### config.mk
export PLATFORM = sky130hd
export DESIGN_NAME = uart_rx
export DESIGN_NICKNAME = d
export VERILOG_FILES = /design/src/rtl/uart_rx.sv
export SDC_FILE = /design/constraint.sdc
export NUM_CORES = 1
export LEC_CHECK = 0
export ABC_CLOCK_PERIOD_IN_PS = 2270
export CORE_AREA = 3 3 85 87
export DETAILED_ROUTE_END_ITERATION = 12
export DIE_AREA = 0 0 88 90
export PLACE_DENSITY = 0.7
export SLEW_MARGIN = 20
export SYNTH_ARGS = -nofsm -noshare
export SYNTH_HDL_FRONTEND = slang
export SYNTH_SLANG_ARGS = --single-unit
### constraint.sdc
create_clock -name clk -period 2.27 [get_ports clk]
set_input_delay 0.681 -clock clk [delete_from_list [all_inputs] [get_ports clk]]
set_output_delay 0.681 -clock clk [all_outputs]
set_load 0.1 [all_outputs]
### src/rtl/uart_rx.sv
// UART receiver: 8 data bits LSB first, even parity, one stop bit, 2-flop synchronised input.
// Latency: 3 + HALF_BIT + 10*CLKS_PER_BIT + 1 clk from the rx falling edge to data_valid/frame_err.
// Backpressure: none; data_valid and frame_err are single-cycle strobes the consumer must take.
module uart_rx #(
    parameter int CLK_FREQ     = 100_000_000,
    parameter int BAUD_RATE    = 9600,
    parameter int CLKS_PER_BIT = CLK_FREQ / BAUD_RATE,
    parameter int HALF_BIT     = CLKS_PER_BIT / 2,
    parameter int LED_HOLD     = 5_000_000
) (
    input  logic       clk,
    input  logic       rst_n,
    input  logic       rx,
    output logic [7:0] data_out,
    output logic       data_valid,
    output logic       parity_err,
    output logic       frame_err,
    output logic       rx_busy,
    output logic       led
);

    localparam int               LED_W     = $clog2(LED_HOLD + 1);
    localparam logic [13:0]      BIT_LAST  = 14'(CLKS_PER_BIT - 1);
    localparam logic [13:0]      HALF_LAST = 14'(HALF_BIT - 1);
    localparam logic [LED_W-1:0] LED_LOAD  = LED_W'(LED_HOLD);
    localparam logic [LED_W-1:0] LED_ONE   = LED_W'(1);

    typedef enum logic [2:0] {
        S_IDLE,
        S_START,
        S_DATA,
        S_PARITY,
        S_STOP
    } state_t;

    // Input conditioning: rx_meta_q/rx_s_q form the synchroniser, rx_prev_q is rx_s delayed by one.
    logic             rx_meta_q, rx_meta_d;
    logic             rx_s_q, rx_s_d;
    logic             rx_prev_q, rx_prev_d;

    // Frame datapath.
    state_t           state_q, state_d;
    logic [13:0]      clk_count_q, clk_count_d;
    logic [2:0]       bit_index_q, bit_index_d;
    logic [7:0]       shift_q, shift_d;
    logic             parity_bit_q, parity_bit_d;
    logic             stop_bit_q, stop_bit_d;
    logic             done_q, done_d;

    // Registered outputs.
    logic [7:0]       data_out_q, data_out_d;
    logic             data_valid_q, data_valid_d;
    logic             parity_err_q, parity_err_d;
    logic             frame_err_q, frame_err_d;
    logic             rx_busy_q, rx_busy_d;
    logic [LED_W-1:0] led_cnt_q, led_cnt_d;

    // Next-state logic for the synchroniser, the frame FSM, the result stage and the LED stretcher.
    always_comb begin
        rx_meta_d    = rx;
        rx_s_d       = rx_meta_q;
        rx_prev_d    = rx_s_q;

        state_d      = state_q;
        clk_count_d  = clk_count_q;
        bit_index_d  = bit_index_q;
        shift_d      = shift_q;
        parity_bit_d = parity_bit_q;
        stop_bit_d   = stop_bit_q;
        done_d       = 1'b0;

        data_out_d   = data_out_q;
        data_valid_d = 1'b0;
        parity_err_d = parity_err_q;
        frame_err_d  = 1'b0;
        led_cnt_d    = (led_cnt_q != '0) ? (led_cnt_q - LED_ONE) : led_cnt_q;

        // Result stage runs one cycle after the stop sample so outputs come from flops only.
        if (done_q) begin
            if (stop_bit_q) begin
                data_out_d   = shift_q;
                data_valid_d = 1'b1;
                parity_err_d = (^shift_q) ^ parity_bit_q;
                led_cnt_d    = LED_LOAD;
            end else begin
                frame_err_d  = 1'b1;
            end
        end

        case (state_q)
            S_IDLE: begin
                // Falling edge only; a line stuck low never looks like a new start.
                if (rx_prev_q && !rx_s_q) begin
                    state_d     = S_START;
                    clk_count_d = '0;
                end
            end
            S_START: begin
                if (clk_count_q == HALF_LAST) begin
                    clk_count_d = '0;
                    bit_index_d = '0;
                    // High at the start-bit centre means the edge was a glitch.
                    state_d     = rx_s_q ? S_IDLE : S_DATA;
                end else begin
                    clk_count_d = clk_count_q + 14'd1;
                end
            end
            S_DATA: begin
                if (clk_count_q == BIT_LAST) begin
                    clk_count_d          = '0;
                    shift_d[bit_index_q] = rx_s_q;
                    if (bit_index_q == 3'd7) begin
                        state_d = S_PARITY;
                    end else begin
                        bit_index_d = bit_index_q + 3'd1;
                    end
                end else begin
                    clk_count_d = clk_count_q + 14'd1;
                end
            end
            S_PARITY: begin
                if (clk_count_q == BIT_LAST) begin
                    clk_count_d  = '0;
                    parity_bit_d = rx_s_q;
                    state_d      = S_STOP;
                end else begin
                    clk_count_d = clk_count_q + 14'd1;
                end
            end
            S_STOP: begin
                // Leaving at the stop-bit centre leaves half a bit to catch the next start edge.
                if (clk_count_q == BIT_LAST) begin
                    clk_count_d = '0;
                    stop_bit_d  = rx_s_q;
                    done_d      = 1'b1;
                    state_d     = S_IDLE;
                end else begin
                    clk_count_d = clk_count_q + 14'd1;
                end
            end
            default: begin
                state_d     = S_IDLE;
                clk_count_d = '0;
            end
        endcase

        rx_busy_d = (state_d != S_IDLE);
    end

    // State and output registers; reset parks the line high and clears everything else.
    always_ff @(posedge clk or negedge rst_n) begin
        if (!rst_n) begin
            rx_meta_q    <= 1'b1;
            rx_s_q       <= 1'b1;
            rx_prev_q    <= 1'b1;
            state_q      <= S_IDLE;
            clk_count_q  <= '0;
            bit_index_q  <= '0;
            shift_q      <= '0;
            parity_bit_q <= 1'b0;
            stop_bit_q   <= 1'b0;
            done_q       <= 1'b0;
            data_out_q   <= '0;
            data_valid_q <= 1'b0;
            parity_err_q <= 1'b0;
            frame_err_q  <= 1'b0;
            rx_busy_q    <= 1'b0;
            led_cnt_q    <= '0;
        end else begin
            rx_meta_q    <= rx_meta_d;
            rx_s_q       <= rx_s_d;
            rx_prev_q    <= rx_prev_d;
            state_q      <= state_d;
            clk_count_q  <= clk_count_d;
            bit_index_q  <= bit_index_d;
            shift_q      <= shift_d;
            parity_bit_q <= parity_bit_d;
            stop_bit_q   <= stop_bit_d;
            done_q       <= done_d;
            data_out_q   <= data_out_d;
            data_valid_q <= data_valid_d;
            parity_err_q <= parity_err_d;
            frame_err_q  <= frame_err_d;
            rx_busy_q    <= rx_busy_d;
            led_cnt_q    <= led_cnt_d;
        end
    end

    assign data_out   = data_out_q;
    assign data_valid = data_valid_q;
    assign parity_err = parity_err_q;
    assign frame_err  = frame_err_q;
    assign rx_busy    = rx_busy_q;
    assign led        = (led_cnt_q != '0);

endmodule
==> flow_summary.json, run 1 <==
{
  "grt_start_max_net_pins": 27,
  "htreeDepth": 3,
  "cts_buffers": 9,
  "wl_met3_um": 169,
  "wl_per_cell_um": 14.9,
  "grt_pass1_vias": 2594,
  "status": "complete, but fails checks",
  "p_sw_share_pct": 23.8,
  "synth-edff-count": 0,
  "core_area_sq_um": 6420,
  "cts_hold_buf": 0,
  "fin_crit_sh_pct": 103,
  "ir_worst_vdd_mv": 0.474,
  "die_width_um": 88,
  "insertion_delay_ns": 0.34,
  "drv_cap": 0,
  "ys_ff_latch": 69,
  "synth_cell_types": 61,
  "drt-initial-drc-count": 119,
  "grt_use_total_pct": 19.0,
  "detail_route.wirelength_um": 6930,
  "final_antenna_net_count": 0,
  "cts_num_sinks": 69,
  "worstMarginPinSlew_ns": 0.571,
  "synthCells": 357,
  "arrival_ns": 1.67,
  "dpl.cell_count": 449,
  "initial_utilization_pct": 55.1,
  "critical_path_class": "reg -> out",
  "async_reset_ff_share_pct": 100,
  "num_antenna_cells": 0,
  "via_per_inst": 5.68,
  "ys_warn_count": 0,
  "numPortBuffers": 15,
  "vias": 2647,
  "dieHeight_um": 90,
  "hold_viol": 0,
  "leakage_uw": 0.00200,
  "power_frac_comb_pct": 9.0,
  "netlist_area_sq_um": 3540,
  "grt_pass1_wl_um": 12100,
  "dp_slack_ns": 0.102,
  "p_sw_uw": 662,
  "nets": 393,
  "violations": "setup timing",
  "pwr-share-seq_pct": 48.3,
  "rows": 29,
  "ioPinCount": 16,
  "synth-seq-area-share_pct": 48.9,
  "fmax_ghz": 0.426,
  "drive_gt1_share_pct": 22.6,
  "power_density_nw_per_um2": 673,
  "hold_class": "in -> async",
  "ys.flop_type": "dfrtp_1",
  "internal_power_uw": 2120,
  "cts-root-buf": "clkbuf_8",
  "cp_max_fo": 4,
  "worst_slack_ns": -0.0784,
  "dieArea_sq_um": 7920,
  "synth_fp_nets": 365,
  "overflow": 0,
  "min_period_ns": 2.35,
  "mostFrequentLayoutCell": "dfrtp_1",
  "skew_ns": 0.0103,
  "power_frac_clock_pct": 42.7,
  "wl_met1_um": 3320,
  "end_kind": "output pin",
  "syn2layout_area_growth_pct": 17.0,
  "path_clk_slew_ns": 0.08,
  "slew_headroom_pct": 61.8,
  "clockBufferDepth": 2,
  "gp_congestion": 0.849,
  "synth_area_per_cell_sq_um": 9.91,
  "cts_tree": "yes",
  "firstDrtPassIters": 5,
  "setup_viol": 1,
  "crit_required_ns": 1.59,
  "met2_length_um": 3360,
  "fin_cells": 466,
  "final_cell_mix": "66 x dfrtp_1, 48 x nand2_1, 37 x nor2_1, 26 x buf_4, 20 x xnor2_1",
  "cp-start-kind": "flop",
  "antenna_found_initial": 0,
  "final-max-slew-violation-count": 0,
  "hpwl_um": 4750,
  "drc": 0,
  "dr.max_layer_used": "met4",
  "rsz0062_at_grt": "yes"
}
kinds of logic (layout without fill, tap and decap cells):
family	Yosys count	count (layout)	synth area share (%)
fa+ha+maj	5	5	1.77
compound gates	51	51	9.72
buf+inv	21	53	2.48
mux	15	15	4.63
flops	69	69	48.9
xor+xnor	26	26	6.44
simple gates	170	170	26.1
worst max-delay path, cell delays in order (launching register included):
cell     delay [ns]
dfrtp_1        0.42
nor3_1         0.36
and4_4         0.30
nand3_4        0.08
buf_12         0.17
stage by stage:
| step | hold slack [ns] | area (sq um) | TNS, ns | util, % | total power, uW |
|---|---|---|---|---|---|
| global placement | 0.349 | 3840 | 0 | 59.8 | 1610 |
| detailed placement | 0.348 | 3840 | 0 | 59.8 | 1620 |
| finish | 0.328 | 4140 | -0.0784 | 64.4 | 2790 |
| CTS | 0.339 | 4110 | -0.101 | 64.0 | 2810 |
| floorplan | 0.345 | 3550 | 0 | - | 1520 |
| global route | 0.362 | 4140 | -0.146 | 64.4 | 2900 |
cells in the mapped netlist (6+ instances only):
library cell / number / area, sq um
mux2_2: 11 / 124
inv_1: 7 / 26.3
nand3_1: 9 / 45.0
a21oi_1: 9 / 45.0
nor3_1: 12 / 60.1
xnor2_1: 20 / 175
clkbuf_1: 11 / 41.3
or3_1: 6 / 37.5
nand2_1: 48 / 180
dfrtp_1: 66 / 1650
o21ai_0: 10 / 50.1
nor2_1: 38 / 143
xor2_1: 6 / 52.6
timing repair:
action / in CTS / in global routing
pin swaps: 1 / 0
hold endpoints to repair: 0 / 0
gates resized for setup: 9 / 4
setup buffers: 1 / 1
gates cloned: 0 / 0
setup endpoints to repair: 1 / 2
final timing paths:
kind | start | slack [ns] | cells past startpoint | endpoint
setup reg to reg | clk_count_q[3] | 0.15 | 5 | clk_count_q[0]
min in group clk | rx_meta_q | 0.36 | 0 | rx_prev_d
hold reg to reg | rx_meta_q | 0.36 | 0 | rx_prev_d
max in group asynchronous | rst_n | 1.34 | 2 | rx_meta_q
setup / recovery | led_cnt_q[10] | -0.08 | 4 | led
hold / removal | rst_n | 0.33 | 1 | led_cnt_q[2]
state kept, by name, indices dropped and copies added, names as in the netlist:
| signal | cells |
|---|---|
| bit_index_q | 3 |
| clk_count_q | 14 |
| data_out | 8 |
| data_valid | 1 |
| done_q | 1 |
| frame_err | 1 |
| led_cnt_q | 23 |
| parity_bit_q | 1 |
| parity_err | 1 |
| rx_busy | 1 |
| rx_meta_q | 1 |
| rx_prev_d | 1 |
| rx_prev_q | 1 |
| shift_q | 8 |
| state_q | 3 |
| stop_bit_q | 1 |
area by class of cell:
| cell class | count | area (sq um) |
|---|---|---|
| inverters | 7 | 26.3 |
| flip-flops and latches | 69 | 1730 |
| clock buffers | 9 | 124 |
| fillers | 506 | 2280 |
| repair buffers | 31 | 270 |
| multi-input cells | 267 | 1780 |
| clock inverters | 6 | 113 |
| well taps | 77 | 96.3 |
layer usage:
layer | GRT usage [%] | up-vias
li1 | - | 1305
met1 | 25.9 | 1304
met2 | 30.0 | 31
met3 | 2.83 | 7
met4 | 7.67 | 0
met5 | 0 | -
power by group through the flow:
stage	Clock, uW	Combinational, uW	Sequential (uW)
2_1_floorplan	0	159	1360
3_3_place_gp	0	248	1370
3_5_place_dp	0	256	1370
4_1_cts	1210	255	1350
5_1_grt	1260	287	1350
6_report	1190	251	1340
No activity file was read; power rests on OpenSTA's default activity.
==> run 2: changes to the inputs <==
--- a/config.mk
+++ b/config.mk
@@ -6,9 +6,9 @@
 export NUM_CORES = 1
 export LEC_CHECK = 0
 export ABC_CLOCK_PERIOD_IN_PS = 2270
-export CORE_AREA = 3 3 85 87
+export CORE_AREA = 3 3 72 101
 export DETAILED_ROUTE_END_ITERATION = 12
-export DIE_AREA = 0 0 88 90
+export DIE_AREA = 0 0 75 104
 export PLACE_DENSITY = 0.7
 export SLEW_MARGIN = 20
 export SYNTH_ARGS = -nofsm -noshare
==> flow_summary.json, run 2 (synthesis gave the netlist of run 1 again) <==
{
  "hpwl_um": 4480,
  "fin_util_pct": 62.5,
  "cts_tree": "yes",
  "drive_gt1_share_pct": 22.8,
  "setup_viol": 1,
  "final_cell_mix": "66 x dfrtp_1, 48 x nand2_1, 37 x nor2_1, 27 x buf_4, 20 x xnor2_1",
  "multi_input_area_sq_um": 1760,
  "power_density_nw_per_um2": 640,
  "cp-start-kind": "flop",
  "overflow": 0,
  "end_kind": "output pin",
  "fmax_ghz": 0.424,
  "cts_num_sinks": 69,
  "hold_class": "in -> async",
  "worst_slack_ns": -0.0878,
  "rrSetupSlack_ns": 0.16,
  "grt_pass1_vias": 2662,
  "via_per_inst": 5.74,
  "htreeDepth": 3,
  "internal_power_uw": 1930,
  "grt_start_max_net_pins": 70,
  "core_area_sq_um": 6530,
  "grt_pass1_wl_um": 11900,
  "register_area_sq_um": 1730,
  "final-max-slew-violation-count": 0,
  "drv_cap": 0,
  "die_width_um": 75,
  "vias": 2663,
  "skew_ns": 0.00772,
  "arrival_ns": 1.68,
  "antenna_found_initial": 0,
  "slew_headroom_pct": 49.4,
  "hold_viol": 0,
  "ioPinCount": 16,
  "wl_per_cell_um": 14.1,
  "clockBufferDepth": 2,
  "drc": 0,
  "dp_slack_ns": 0.111,
  "p_sw_share_pct": 26.2,
  "rows": 35,
  "dieHeight_um": 104,
  "critical_path_class": "reg -> out",
  "placed_cell_area_sq_um": 3810,
  "leakage_uw": 0.00197,
  "path_clk_slew_ns": 0.08,
  "num_antenna_cells": 0,
  "nets": 393,
  "cts_hold_buf": 0,
  "mostFrequentLayoutCell": "dfrtp_1",
  "top_register": "led_cnt_q",
  "pwr-share-seq_pct": 51.7,
  "fin_crit_sh_pct": 104,
  "rsz0062_at_grt": "yes",
  "insertion_delay_ns": 0.35,
  "ir_worst_vdd_mv": 0.397,
  "status": "complete, but fails checks",
  "violations": "setup timing",
  "power_frac_comb_pct": 8.8,
  "dieArea_sq_um": 7800,
  "cts-root-buf": "clkbuf_8",
  "syn2layout_area_growth_pct": 15.3,
  "cp_max_fo": 3,
  "largest_register_ffs": 23,
  "initial_utilization_pct": 54.2,
  "drt-initial-drc-count": 148,
  "numPortBuffers": 15,
  "p_total_uw": 2610,
  "grt_use_total_pct": 19.2,
  "p_sw_uw": 683,
  "power_frac_clock_pct": 39.5,
  "detail_route.wirelength_um": 6530,
  "fin_area_sq_um": 4080,
  "fillers": 547,
  "final_antenna_net_count": 0,
  "crit_required_ns": 1.59,
  "cts_buffers": 9,
  "firstDrtPassIters": 4,
  "gp_congestion": 0.807,
  "holdWs_ns": 0.321,
  "reg_top3": "led_cnt_q: 23 flops, clk_count_q: 14 flops",
  "min_period_ns": 2.36,
  "worstMarginPinSlew_ns": 0.758
}
run 2: cell count changes in the layout (fill, tap and decap cells not counted), sizes merged:
| cell | delta |
|---|---|
| bufinv | -2 |
| inv | +1 |
| clkbuf | +1 |
| clkinv | -2 |
| clkinvlp | +3 |
run 2: per-stage QoR:
stage | setup TNS, ns | instances
final | -0.0878 | 464
after global routing | -0.147 | 464
after CTS | -0.109 | 461
after detailed placement | 0 | 444
after global placement | 0 | 444
after floorplan | 0 | 357
run 2: power groups by stage:
stage / Combinational (uW) / Sequential [uW] / Clock (uW)
3_5_place_dp: 231 / 1370 / 0
5_1_grt: 275 / 1360 / 1110
4_1_cts: 232 / 1350 / 1060
3_3_place_gp: 227 / 1370 / 0
2_1_floorplan: 159 / 1360 / 0
6_report: 229 / 1350 / 1030
run 2: path summary, 6_finish.rpt:
check,to,cells after the start,from
max reg2reg,led_cnt_q[1],6,led_cnt_q[13]
min in group clk,rx_prev_d,0,rx_meta_q
max in group asynchronous,rx_meta_q,2,rst_n
max,led,4,led_cnt_q[13]
min,data_valid,2,rst_n
min reg2reg,rx_prev_d,0,rx_meta_q
run 2: cell type report:
| type | count | share of cell area (%) |
|---|---|---|
| Timing Repair Buffer | 31 | 6.32 |
| Clock inverter | 6 | 1.72 |
| Multi-Input combinational cell | 267 | 43.3 |
| Inverter | 7 | 0.644 |
| Clock buffer | 10 | 3.37 |
| Sequential cell | 69 | 42.4 |
| Tap cell | 74 | 2.27 |
run 2: layer usage:
| metal | part of all wire (%) | GRT usage (%) | up-vias |
|---|---|---|---|
| met1 | 46 | 24.7 | 1298 |
| li1 | - | - | 1316 |
| met5 | 0 | 0 | - |
| met3 | 2.3 | 3.77 | 11 |
| met4 | 2.3 | 8.52 | 0 |
| met2 | 50 | 30.4 | 38 |
run 2: critical path, stage by stage, from the launching register on:
cell and delay (ns):
dfrtp_1 0.38, or4_4 0.55, nor2_4 0.14, nand3_4 0.09, buf_12 0.17
run 2: what timing repair did:
item	4_1_cts	5_1_grt
gates resized for setup	10	1
setup endpoints to repair	1	3
buffers inserted	1	3
pin swaps	0	1
==> run 3: changes to the inputs <==
--- a/config.mk
+++ b/config.mk
@@ -6,10 +6,13 @@
 export NUM_CORES = 1
 export LEC_CHECK = 0
 export ABC_CLOCK_PERIOD_IN_PS = 2270
-export CORE_AREA = 3 3 72 101
+export CAP_MARGIN = 20
+export CELL_PAD_IN_SITES_DETAIL_PLACEMENT = 0
+export CELL_PAD_IN_SITES_GLOBAL_PLACEMENT = 1
+export CORE_AREA = 3 3 78 109
 export DETAILED_ROUTE_END_ITERATION = 12
-export DIE_AREA = 0 0 75 104
-export PLACE_DENSITY = 0.7
+export DIE_AREA = 0 0 81 112
+export PLACE_DENSITY = 0.75
 export SLEW_MARGIN = 20
 export SYNTH_ARGS = -nofsm -noshare
 export SYNTH_HDL_FRONTEND = slang
==> flow_summary.json, run 3 (synthesis gave the netlist of run 1 again) <==
{
  "antenna_found_initial": 0,
  "final_antenna_net_count": 0,
  "ioPinCount": 16,
  "final-max-slew-violation-count": 0,
  "fillers": 712,
  "via_per_inst": 5.34,
  "crit_required_ns": 1.59,
  "drt-initial-drc-count": 139,
  "cts_num_sinks": 69,
  "fin_util_pct": 53.9,
  "insertion_delay_ns": 0.34,
  "critical_path_class": "reg -> out",
  "rrSetupSlack_ns": 0.12,
  "hold_viol": 0,
  "fmax_ghz": 0.423,
  "top_register": "led_cnt_q",
  "setup_viol": 1,
  "final_cell_mix": "66 x dfrtp_1, 48 x nand2_1, 37 x nor2_1, 27 x buf_4, 20 x xnor2_1",
  "drv_cap": 0,
  "cts_tree": "yes",
  "r2r_end": "led_cnt_q[18]",
  "gp_congestion": 0.783,
  "path_cells": "or4_4, nor2_4, nand3_4, buf_12",
  "syn2layout_area_growth_pct": 17.3,
  "die_width_um": 81,
  "leakage_uw": 0.00200,
  "skew_ns": 0.0101,
  "finalSetupTns_ns": -0.0929,
  "fin_cells": 491,
  "power_density_nw_per_um2": 659,
  "cp_max_fo": 3,
  "firstDrtPassIters": 4,
  "dieHeight_um": 112,
  "path_buf_inv": 1,
  "status": "complete, but fails checks",
  "nets": 394,
  "cpMaxStageDelayCell": "or4_4",
  "rsz0062_at_grt": "yes",
  "initial_utilization_pct": 45.9,
  "slew_headroom_pct": 62.7,
  "detail_route.wirelength_um": 7060,
  "holdWs_ns": 0.321,
  "grt_pass1_wl_um": 12500,
  "violations": "setup timing",
  "min_period_ns": 2.36,
  "mostFrequentLayoutCell": "dfrtp_1",
  "r2r-start": "led_cnt_q[13]",
  "slowest_delay_ns": 0.56,
  "dieArea_sq_um": 9070,
  "ir_worst_vdd_mv": 0.461,
  "end_kind": "output pin",
  "hold_class": "in -> async",
  "cts_buffers": 9,
  "numPortBuffers": 15,
  "grt_pass1_vias": 2707,
  "grt_use_total_pct": 17.6,
  "drive_gt1_share_pct": 22.5,
  "wl_per_cell_um": 14.4,
  "reg_top3": "led_cnt_q: 23 flops, clk_count_q: 14 flops",
  "p_total_uw": 2740,
  "dpl.cell_count": 473,
  "cts-root-buf": "clkbuf_8",
  "arrival_ns": 1.68,
  "largest_register_ffs": 23,
  "num_antenna_cells": 0,
  "vias": 2621,
  "clockBufferDepth": 2,
  "path_delay_family": "simple AND/OR/NAND/NOR gates",
  "cp-start-kind": "flop",
  "overflow": 0,
  "grt_start_max_net_pins": 27,
  "rows": 38,
  "path_clk_slew_ns": 0.08,
  "hpwl_um": 5060,
  "drc": 0,
  "worst-r2r-cell-count": 6,
  "htreeDepth": 3,
  "worstMarginPinSlew_ns": 0.559,
  "fin_crit_sh_pct": 104,
  "core_area_sq_um": 7700,
  "worst_slack_ns": -0.0929
}
[run 3: cell count changes in the layout (fill, tap and decap cells not counted)]
cell,before,now
bufinv_16,1,2
inv_2,2,1
inv_6,1,0
clkbuf_8,10,11
clkbuf_1,0,1
inv_1,5,6
clkinv_2,0,2
clkinvlp_4,3,0
clkinv_4,1,0
buf_12,2,3
[run 3: worst max path at each step]
stage / from / to / slack, ns / depth (start not counted)
2_1_floorplan: led_cnt_q[13] / led / 0.003 / 4
3_5_place_dp: led_cnt_q[14] / led / 0.1 / 4
5_1_grt: led_cnt_q[13] / led / -0.15 / 4
4_1_cts: led_cnt_q[13] / led / -0.11 / 4
3_3_place_gp: led_cnt_q[14] / led / 0.13 / 4
6_report: led_cnt_q[13] / led / -0.09 / 4
[run 3: layout make-up]
class / count / area [sq um] / share of cell area, %
clock buffers: 12 / 155 / 3.74
clock inverters: 4 / 70.1 / 1.69
inverters: 7 / 26.3 / 0.633
multi-input cells: 267 / 1760 / 42.5
flip-flops and latches: 69 / 1730 / 41.7
well taps: 100 / 125 / 3.02
repair buffers: 32 / 278 / 6.69
[run 3: report_power, final]
part           leakage, uW  internal (uW)  switching (uW)
Clock             0.000116            676             452
Sequential        0.000933           1290            72.6
Combinational     0.000947            111             137
Total              0.00200           2070             662
[run 3: timing repair]
action / CTS / global route
hold buffers: 0 / 0
setup endpoints to repair: 1 / 1
pin swaps: 0 / 0
resized for setup: 8 / 2
buffers inserted: 1 / 1
[run 3: layer usage]
layer | GRT usage, % | up-vias | wire length (um)
met3 | 4.21 | 12 | 219
li1 | - | 1306 | -
met5 | 0 | - | 0
met4 | 6.99 | 0 | 116
met1 | 21.2 | 1273 | 3110
met2 | 29.6 | 30 | 3610
[run 3: per-stage QoR]
step | setup slack (ns) | instance area, sq um
after floorplan | 0.00311 | 3550
after global placement | 0.130 | 3880
after detailed placement | 0.0974 | 3880
after CTS | -0.108 | 4130
after global routing | -0.152 | 4150
final | -0.0929 | 4150
